### src/rtl/dmem_ctrl_pkg.sv
`default_nettype none
// +----------------------------------------------------------------------+
// | Module      : dmem_ctrl_pkg                                          |
// | Description : Shared types and constants for the data-memory access  |
// |               controller (state encoding, requester ids, widths).    |
// | Revision    : 1.0 - initial release                                  |
// +----------------------------------------------------------------------+
package dmem_ctrl_pkg;

  localparam int DATA_W = 32;
  localparam int ADDR_W = 32;
  localparam int CNT_W  = 4;

  // Requester identifiers used for the latched winner
  localparam logic REQ_P = 1'b0;
  localparam logic REQ_S = 1'b1;

  typedef enum logic [1:0] {
    IDLE = 2'd0,
    BUSY = 2'd1,
    DONE = 2'd2
  } state_e;

  // Word accesses only: any set low address bit is a misaligned request
  function automatic logic is_misaligned(input logic [1:0] addr_lsb);
    return addr_lsb != 2'b00;
  endfunction

endpackage
`default_nettype wire

### src/rtl/dmem_rr_arb.sv
`default_nettype none
// +----------------------------------------------------------------------+
// | Module      : dmem_rr_arb                                            |
// | Description : Pipeline-priority arbiter with starvation escape for   |
// |               the secondary master. Owns the starvation counter.     |
// | Revision    : 1.0 - initial release                                  |
// +----------------------------------------------------------------------+
module dmem_rr_arb
  import dmem_ctrl_pkg::*;
#(
  parameter int STARVE_LIMIT = 4
) (
  input  logic clk,
  input  logic reset,
  input  logic idle_i,
  input  logic p_req_i,
  input  logic s_req_i,
  output logic grant_o,
  output logic win_o
);

  localparam logic [CNT_W-1:0] c_limit = CNT_W'(STARVE_LIMIT);

  logic [CNT_W-1:0] starve_q;
  logic [CNT_W-1:0] starve_d;
  logic             w_starved;

  // Winner select: P by default, S when alone or after too many losses
  always_comb begin
    w_starved = s_req_i & (starve_q == c_limit);
    grant_o   = idle_i & (p_req_i | s_req_i);
    win_o     = (s_req_i & (~p_req_i | w_starved)) ? REQ_S : REQ_P;
    starve_d  = starve_q;
    if (idle_i) begin
      if (!s_req_i || win_o == REQ_S) begin
        starve_d = '0;
      end else if (starve_q != c_limit) begin
        starve_d = starve_q + 1'b1;
      end
    end
  end

  // Starvation counter only moves while the controller is arbitrating
  always_ff @(posedge clk) begin
    if (!reset) begin
      starve_q <= '0;
    end else begin
      starve_q <= starve_d;
    end
  end

endmodule
`default_nettype wire

### src/rtl/dmem_access_ctrl.sv
`default_nettype none
// +----------------------------------------------------------------------+
// | Module      : dmem_access_ctrl                                       |
// | Description : Sequences the single-port data memory shared by the    |
// |               MEM stage (P) and a secondary master (S); multi-cycle  |
// |               access with a combinational stall for the pipeline.    |
// | Revision    : 1.0 - initial release                                  |
// +----------------------------------------------------------------------+
module dmem_access_ctrl
  import dmem_ctrl_pkg::*;
#(
  parameter int MEM_LAT      = 2,
  parameter int STARVE_LIMIT = 4
) (
  input  logic              clk,
  input  logic              reset,
  input  logic              p_req,
  input  logic              p_we,
  input  logic [ADDR_W-1:0] p_addr,
  input  logic [DATA_W-1:0] p_wdata,
  output logic              p_done,
  output logic [DATA_W-1:0] p_rdata,
  output logic              p_err,
  output logic              mem_stall,
  input  logic              s_req,
  input  logic              s_we,
  input  logic [ADDR_W-1:0] s_addr,
  input  logic [DATA_W-1:0] s_wdata,
  output logic              s_done,
  output logic [DATA_W-1:0] s_rdata,
  output logic              s_err,
  output logic              m_rd_en,
  output logic              m_wr_en,
  output logic [ADDR_W-1:0] m_addr,
  output logic [DATA_W-1:0] m_wdata,
  input  logic [DATA_W-1:0] m_rdata
);

  localparam logic [CNT_W-1:0] c_lat_init = CNT_W'(MEM_LAT - 1);

  state_e            state_q;
  logic              win_q;
  logic [CNT_W-1:0]  lat_q;
  logic              p_done_q, s_done_q, p_err_q, s_err_q;
  logic [DATA_W-1:0] p_rdata_q, s_rdata_q;
  logic              m_rd_en_q, m_wr_en_q;
  logic [ADDR_W-1:0] m_addr_q;
  logic [DATA_W-1:0] m_wdata_q;

  logic              w_grant;
  logic              w_win;
  logic              w_sel_we;
  logic [ADDR_W-1:0] w_sel_addr;
  logic [DATA_W-1:0] w_sel_wdata;
  logic              w_misal;

  dmem_rr_arb #(
    .STARVE_LIMIT(STARVE_LIMIT)
  ) u_arb (
    .clk    (clk),
    .reset  (reset),
    .idle_i (state_q == IDLE),
    .p_req_i(p_req),
    .s_req_i(s_req),
    .grant_o(w_grant),
    .win_o  (w_win)
  );

  // Route the winning requester's command into the grant logic
  always_comb begin
    w_sel_we    = (w_win == REQ_S) ? s_we    : p_we;
    w_sel_addr  = (w_win == REQ_S) ? s_addr  : p_addr;
    w_sel_wdata = (w_win == REQ_S) ? s_wdata : p_wdata;
    w_misal     = is_misaligned(w_sel_addr[1:0]);
  end

  // Access sequencer: grant, hold enables for MEM_LAT cycles, pulse done
  always_ff @(posedge clk) begin
    if (!reset) begin
      state_q   <= IDLE;
      win_q     <= REQ_P;
      lat_q     <= '0;
      p_done_q  <= 1'b0;
      s_done_q  <= 1'b0;
      p_err_q   <= 1'b0;
      s_err_q   <= 1'b0;
      p_rdata_q <= '0;
      s_rdata_q <= '0;
      m_rd_en_q <= 1'b0;
      m_wr_en_q <= 1'b0;
      m_addr_q  <= '0;
      m_wdata_q <= '0;
    end else begin
      // done/err are single-cycle pulses
      p_done_q <= 1'b0;
      s_done_q <= 1'b0;
      p_err_q  <= 1'b0;
      s_err_q  <= 1'b0;
      case (state_q)
        IDLE: begin
          if (w_grant) begin
            win_q <= w_win;
            if (w_misal) begin
              // No memory cycle: report the error right away
              state_q <= DONE;
              if (w_win == REQ_S) begin
                s_done_q <= 1'b1;
                s_err_q  <= 1'b1;
              end else begin
                p_done_q <= 1'b1;
                p_err_q  <= 1'b1;
              end
            end else begin
              state_q   <= BUSY;
              lat_q     <= c_lat_init;
              m_rd_en_q <= ~w_sel_we;
              m_wr_en_q <= w_sel_we;
              m_addr_q  <= w_sel_addr;
              m_wdata_q <= w_sel_wdata;
            end
          end
        end
        BUSY: begin
          if (lat_q == '0) begin
            state_q   <= DONE;
            m_rd_en_q <= 1'b0;
            m_wr_en_q <= 1'b0;
            if (win_q == REQ_S) begin
              s_done_q <= 1'b1;
              if (m_rd_en_q) s_rdata_q <= m_rdata;
            end else begin
              p_done_q <= 1'b1;
              if (m_rd_en_q) p_rdata_q <= m_rdata;
            end
          end else begin
            lat_q <= lat_q - 1'b1;
          end
        end
        DONE:    state_q <= IDLE;
        default: state_q <= IDLE;
      endcase
    end
  end

  assign p_done    = p_done_q;
  assign s_done    = s_done_q;
  assign p_err     = p_err_q;
  assign s_err     = s_err_q;
  assign p_rdata   = p_rdata_q;
  assign s_rdata   = s_rdata_q;
  assign m_rd_en   = m_rd_en_q;
  assign m_wr_en   = m_wr_en_q;
  assign m_addr    = m_addr_q;
  assign m_wdata   = m_wdata_q;
  assign mem_stall = p_req & ~p_done_q;

endmodule
`default_nettype wire

### config.mk
export PLATFORM = sky130hd
export DESIGN_NAME = dmem_access_ctrl
export DESIGN_NICKNAME = d
export VERILOG_FILES = /design/src/rtl/dmem_ctrl_pkg.sv /design/src/rtl/dmem_rr_arb.sv /design/src/rtl/dmem_access_ctrl.sv
export SDC_FILE = /design/constraint.sdc
export NUM_CORES = 1
export LEC_CHECK = 0
export ABC_CLOCK_PERIOD_IN_PS = 6900
export CAP_MARGIN = 20
export CELL_PAD_IN_SITES_DETAIL_PLACEMENT = 1
export CELL_PAD_IN_SITES_GLOBAL_PLACEMENT = 1
export CORE_MARGIN = 2
export CORE_UTILIZATION = 32
export DETAILED_ROUTE_END_ITERATION = 8
export PLACE_DENSITY_LB_ADDON = 0.1
export SLEW_MARGIN = 20
export SYNTH_ARGS = -nofsm -noshare
export SYNTH_HDL_FRONTEND = slang
export SYNTH_HIERARCHICAL = 1
export SYNTH_SLANG_ARGS = --single-unit
### constraint.sdc
create_clock -name clk -period 6.9 [get_ports clk]
set_input_delay 1.035 -clock clk [delete_from_list [all_inputs] [get_ports clk]]
set_output_delay 1.035 -clock clk [all_outputs]
set_load 0.05 [all_outputs]
==> reports/metrics.csv <==
stage,metric,value,unit
setup_path,critical path launch point type,input port,
timing,Slew headroom,33.24,%
clocking,Root Driver,clkbuf_16,
timing,final setup fails,0,
clocking,maximum clock path buffer count,2,
yosys,Yosys reg bits,145,
yosys,Adder-Cell Fraction of Synth Area,0.8112,%
yosys,Syn Nets,801,
global_route,largest net degree at the start of global routing,102,
die,total I/O pin count,301,
clocking,clock-pin slew on the worst setup and hold paths,0.06,ns
pwr,part of the power in registers,37.9,%
yosys,largest cells by area after synthesis,"dfxtp_1, a211oi_2, mux2i_1",
yosys,yosys warns,6,
yosys,Unique masters post-synth,46,
pwr,logic gate share of total power,26.5,%
pwr,worst IR drop on VDD,0.1743,mV
pwr,NetSw,0.7980,mW
yosys,ys flop type,dfxtp_1,
timing,Slew Limit Fails,0,
die,Rows,50,
clocking,# clock sinks,145,
status,status,finished clean,
detailed_routing,DR iter-0 viols,221,
setup_path,"Cell Chain, Critical Path",clkdlybuf4s50_1 > o21a_1 > or3b_1 > and3b_4 > buf_4 > nor2_1 > a211oi_2,
global_route,first-pass GRT wire length,32200,microns
pwr,Internal,1.648,mW
clocking,Post-CTS Hold Buffers,0,
detailed_routing,Via density,4.862,
timing,crit path time final,4.136,ns
yosys,Synth Area in XOR/XNOR,0,%
yosys,async set-or-reset flop fraction in the synthesized netlist,0,%
yosys,Post-Synth Simple-Gate Area,15.74,%
yosys,mapped cell area,6170,sq um
clocking,cts repair resizes,0,
clocking,postcts setup bufs,0,
timing,"Hold Violations, Final",0,
detailed_routing,routed length per instance,17.97,microns
setup_path,critical setup path kind,input port to register,
setup_path,crit-path max FO,79,
timing,unrepaired setup endpoints after global routing,no,
placed_design,# port buffers,300,
job,Max-cap violations,0,
yosys,Synth Area in Compound Gates,20.71,%
clocking,Num CTS Buffers,17,
pwr,pwr dens,249.2,nW/um^2
yosys,"Seq/Total Area, Yosys",47.05,%
setup_path,"Largest stage delay, worst path",0.85,ns
cells_and_area,n_diodes,0,
pwr,Clock Power Share,35.6,%
setup_path,"Max stage delay cell, worst path",buf_4,
cells_and_area,Layout Cells excl Fill,1175,
timing,Clock Skews,0.01337,ns
placed_design,HPWL after detailed placement,15810,microns
die,die height,142.9,microns
cells_and_area,layout cells sized above 1,12.13,%
die,die footprint,20410,sq um
global_route,initial antenna violation count,0,
worst_hold_path,worst hold path class,register to register,
yosys,share of the synthesized area in the top cell type,47.05,%
yosys,synthesized area per cell,9.778,sq um
global_route,total track usage,20.29,%
placed_design,GP Congestion,0.7949,
global_route,number of global-route vias before repair,6110,
pwr,Leak,3.405,nW
detailed_routing,router iterations before antenna repair,6,
setup_path,"Largest delay share family, worst path",simple AND/OR/NAND/NOR gates,
detailed_routing,Total Routed Length,21110,microns
timing,setup TNS,0,ns
detailed_routing,DR DRC count,0,
detailed_routing,vias,5713,
timing,"Period Utilization, post-route",59.94,%
timing,PnR worst setup slack,2.764,ns
clocking,CTS tree,yes,
clocking,Clock Latency Late Sink,0.42,ns
pwr,Switching Share,32.62,%
setup_path,"Req. time, crit path",7.23,ns
clocking,htree depth,4,
yosys,largest family of logic cells by synthesized area,compound AO/OA/AOI/OAI gates,
die,Die Width,142.9,microns
cells_and_area,Area growth syn-to-layout,59.12,%
yosys,Mapped Cells,631,
timing,FMAX,241.8,MHz
timing,hold_ws,0.4696,ns
placed_design,Post-Place Worst Slack,2.363,ns
detailed_routing,Final ANT Viol Nets,0,
die,initial core utilization,32.76,%
setup_path,CP endpoint kind,register,
setup_path,CP arrival,4.47,ns
die,core footprint,18830,sq um
yosys,most numerous cell in the Yosys netlist,dfxtp_1,
yosys,top cells by instance count after synthesis,"dfxtp_1, nor2_1, nand3_1, o21ai_0, mux2i_1",
yosys,post-synth top area cell,dfxtp_1,
yosys,Post-synth EDFFs,0,
setup_path,critical path buffer and inverter count,2,
cells_and_area,nets,1072,
placed_design,Placed Cells,1143,
timing,worst-margin pin slew,1.001,ns
global_route,total grt overflow,0,
yosys,post-synthesis mux area share,10.38,%
## worst min-delay path: cells and delay by family, from the launching register on
kind / cells / cell delay, ns
AND/OR/NAND/NOR: 1 / 0.06
AO/OA/AOI/OAI: 1 / 0.06
flip-flops: 1 / 0.31
## stage by stage
stage	utilization (%)	cell area [sq um]	total power, mW
final	52.13	9817	2.446
after global routing	52.13	9817	2.552
after CTS	52.13	9817	2.473
after detailed placement	49.13	9251	1.598
after global placement	49.13	9251	1.577
after floorplan	-	6170	1.356
## cells in the final DEF (no fill, tap or decap), types with 2 or more instances in the layout
cell               n
inv_1              5
and3_1             2
nor2b_1            5
o32ai_1            3
clkbuf_16         17
a22oi_1            2
a21oi_1            2
inv_6              4
clkinvlp_4         2
nand3b_1           2
nand3_1           67
a211oi_2          62
clkinv_2           2
or3_1              2
ha_1               4
clkinv_4           5
clkdlybuf4s50_1  299
nand2b_1           2
nand2_1           42
nor2_1            70
dfxtp_1          145
buf_4              7
mux2i_1           64
nand4b_1           2
o21ai_0           67
nand4_1            3
clkbuf_8           3
a31oi_1            4
## logic make-up (layout without fill, tap and decap cells)
group           after synthesis  after routing
buf+inv                      60            344
fa+ha+maj                     4              4
simple gates                208            208
mux                          64             64
compound gates              150            150
flops                       145            145
## power groups by stage
stage	Combinational, mW	Sequential [mW]	Clock, mW
after floorplan	0.240	1.12	0
after global placement	0.635	0.942	0
after detailed placement	0.653	0.945	0
after CTS	0.656	0.926	0.890
after global routing	0.689	0.933	0.930
final	0.649	0.926	0.871
## sequential cells by signal, summed over array words and instances, names as in the netlist, 2 cells and up
name,count
u_arb/starve_q,4
s_rdata,32
state_q,2
m_addr,32
m_wdata,32
lat_q,4
p_rdata,32
## layer usage
layer / track usage [%] / vias up / routed length (microns) / share of wire (%)
met5: 0 / - / 0 / 0
met4: 6.410 / 0 / 361 / 1.7
met3: 8.048 / 23 / 1769 / 8.4
met2: 36.39 / 183 / 10640 / 50
met1: 21.88 / 2705 / 8341 / 40
li1: - / 2802 / - / -
## worst paths after layout
path	start	end	slack [ns]	cells past startpoint
worst max-delay path	p_req	m_wdata[23]	2.76	7
worst min-delay path	m_wr_en	m_wr_en	0.47	2
worst max register to register	state_q[0]	m_wdata[23]	2.92	7
worst min register to register	m_wr_en	m_wr_en	0.47	2
## final cells by class
class,count,area [sq um]
clock buffers,20,466.7
clock inverters,12,98.84
fillers,2056,9014
inverters,6,23.77
multi-input cells,426,2954
flip-flops and latches,145,2903
well taps,260,325.3
repair buffers,306,3045
No activity file was read; power rests on OpenSTA's default activity.
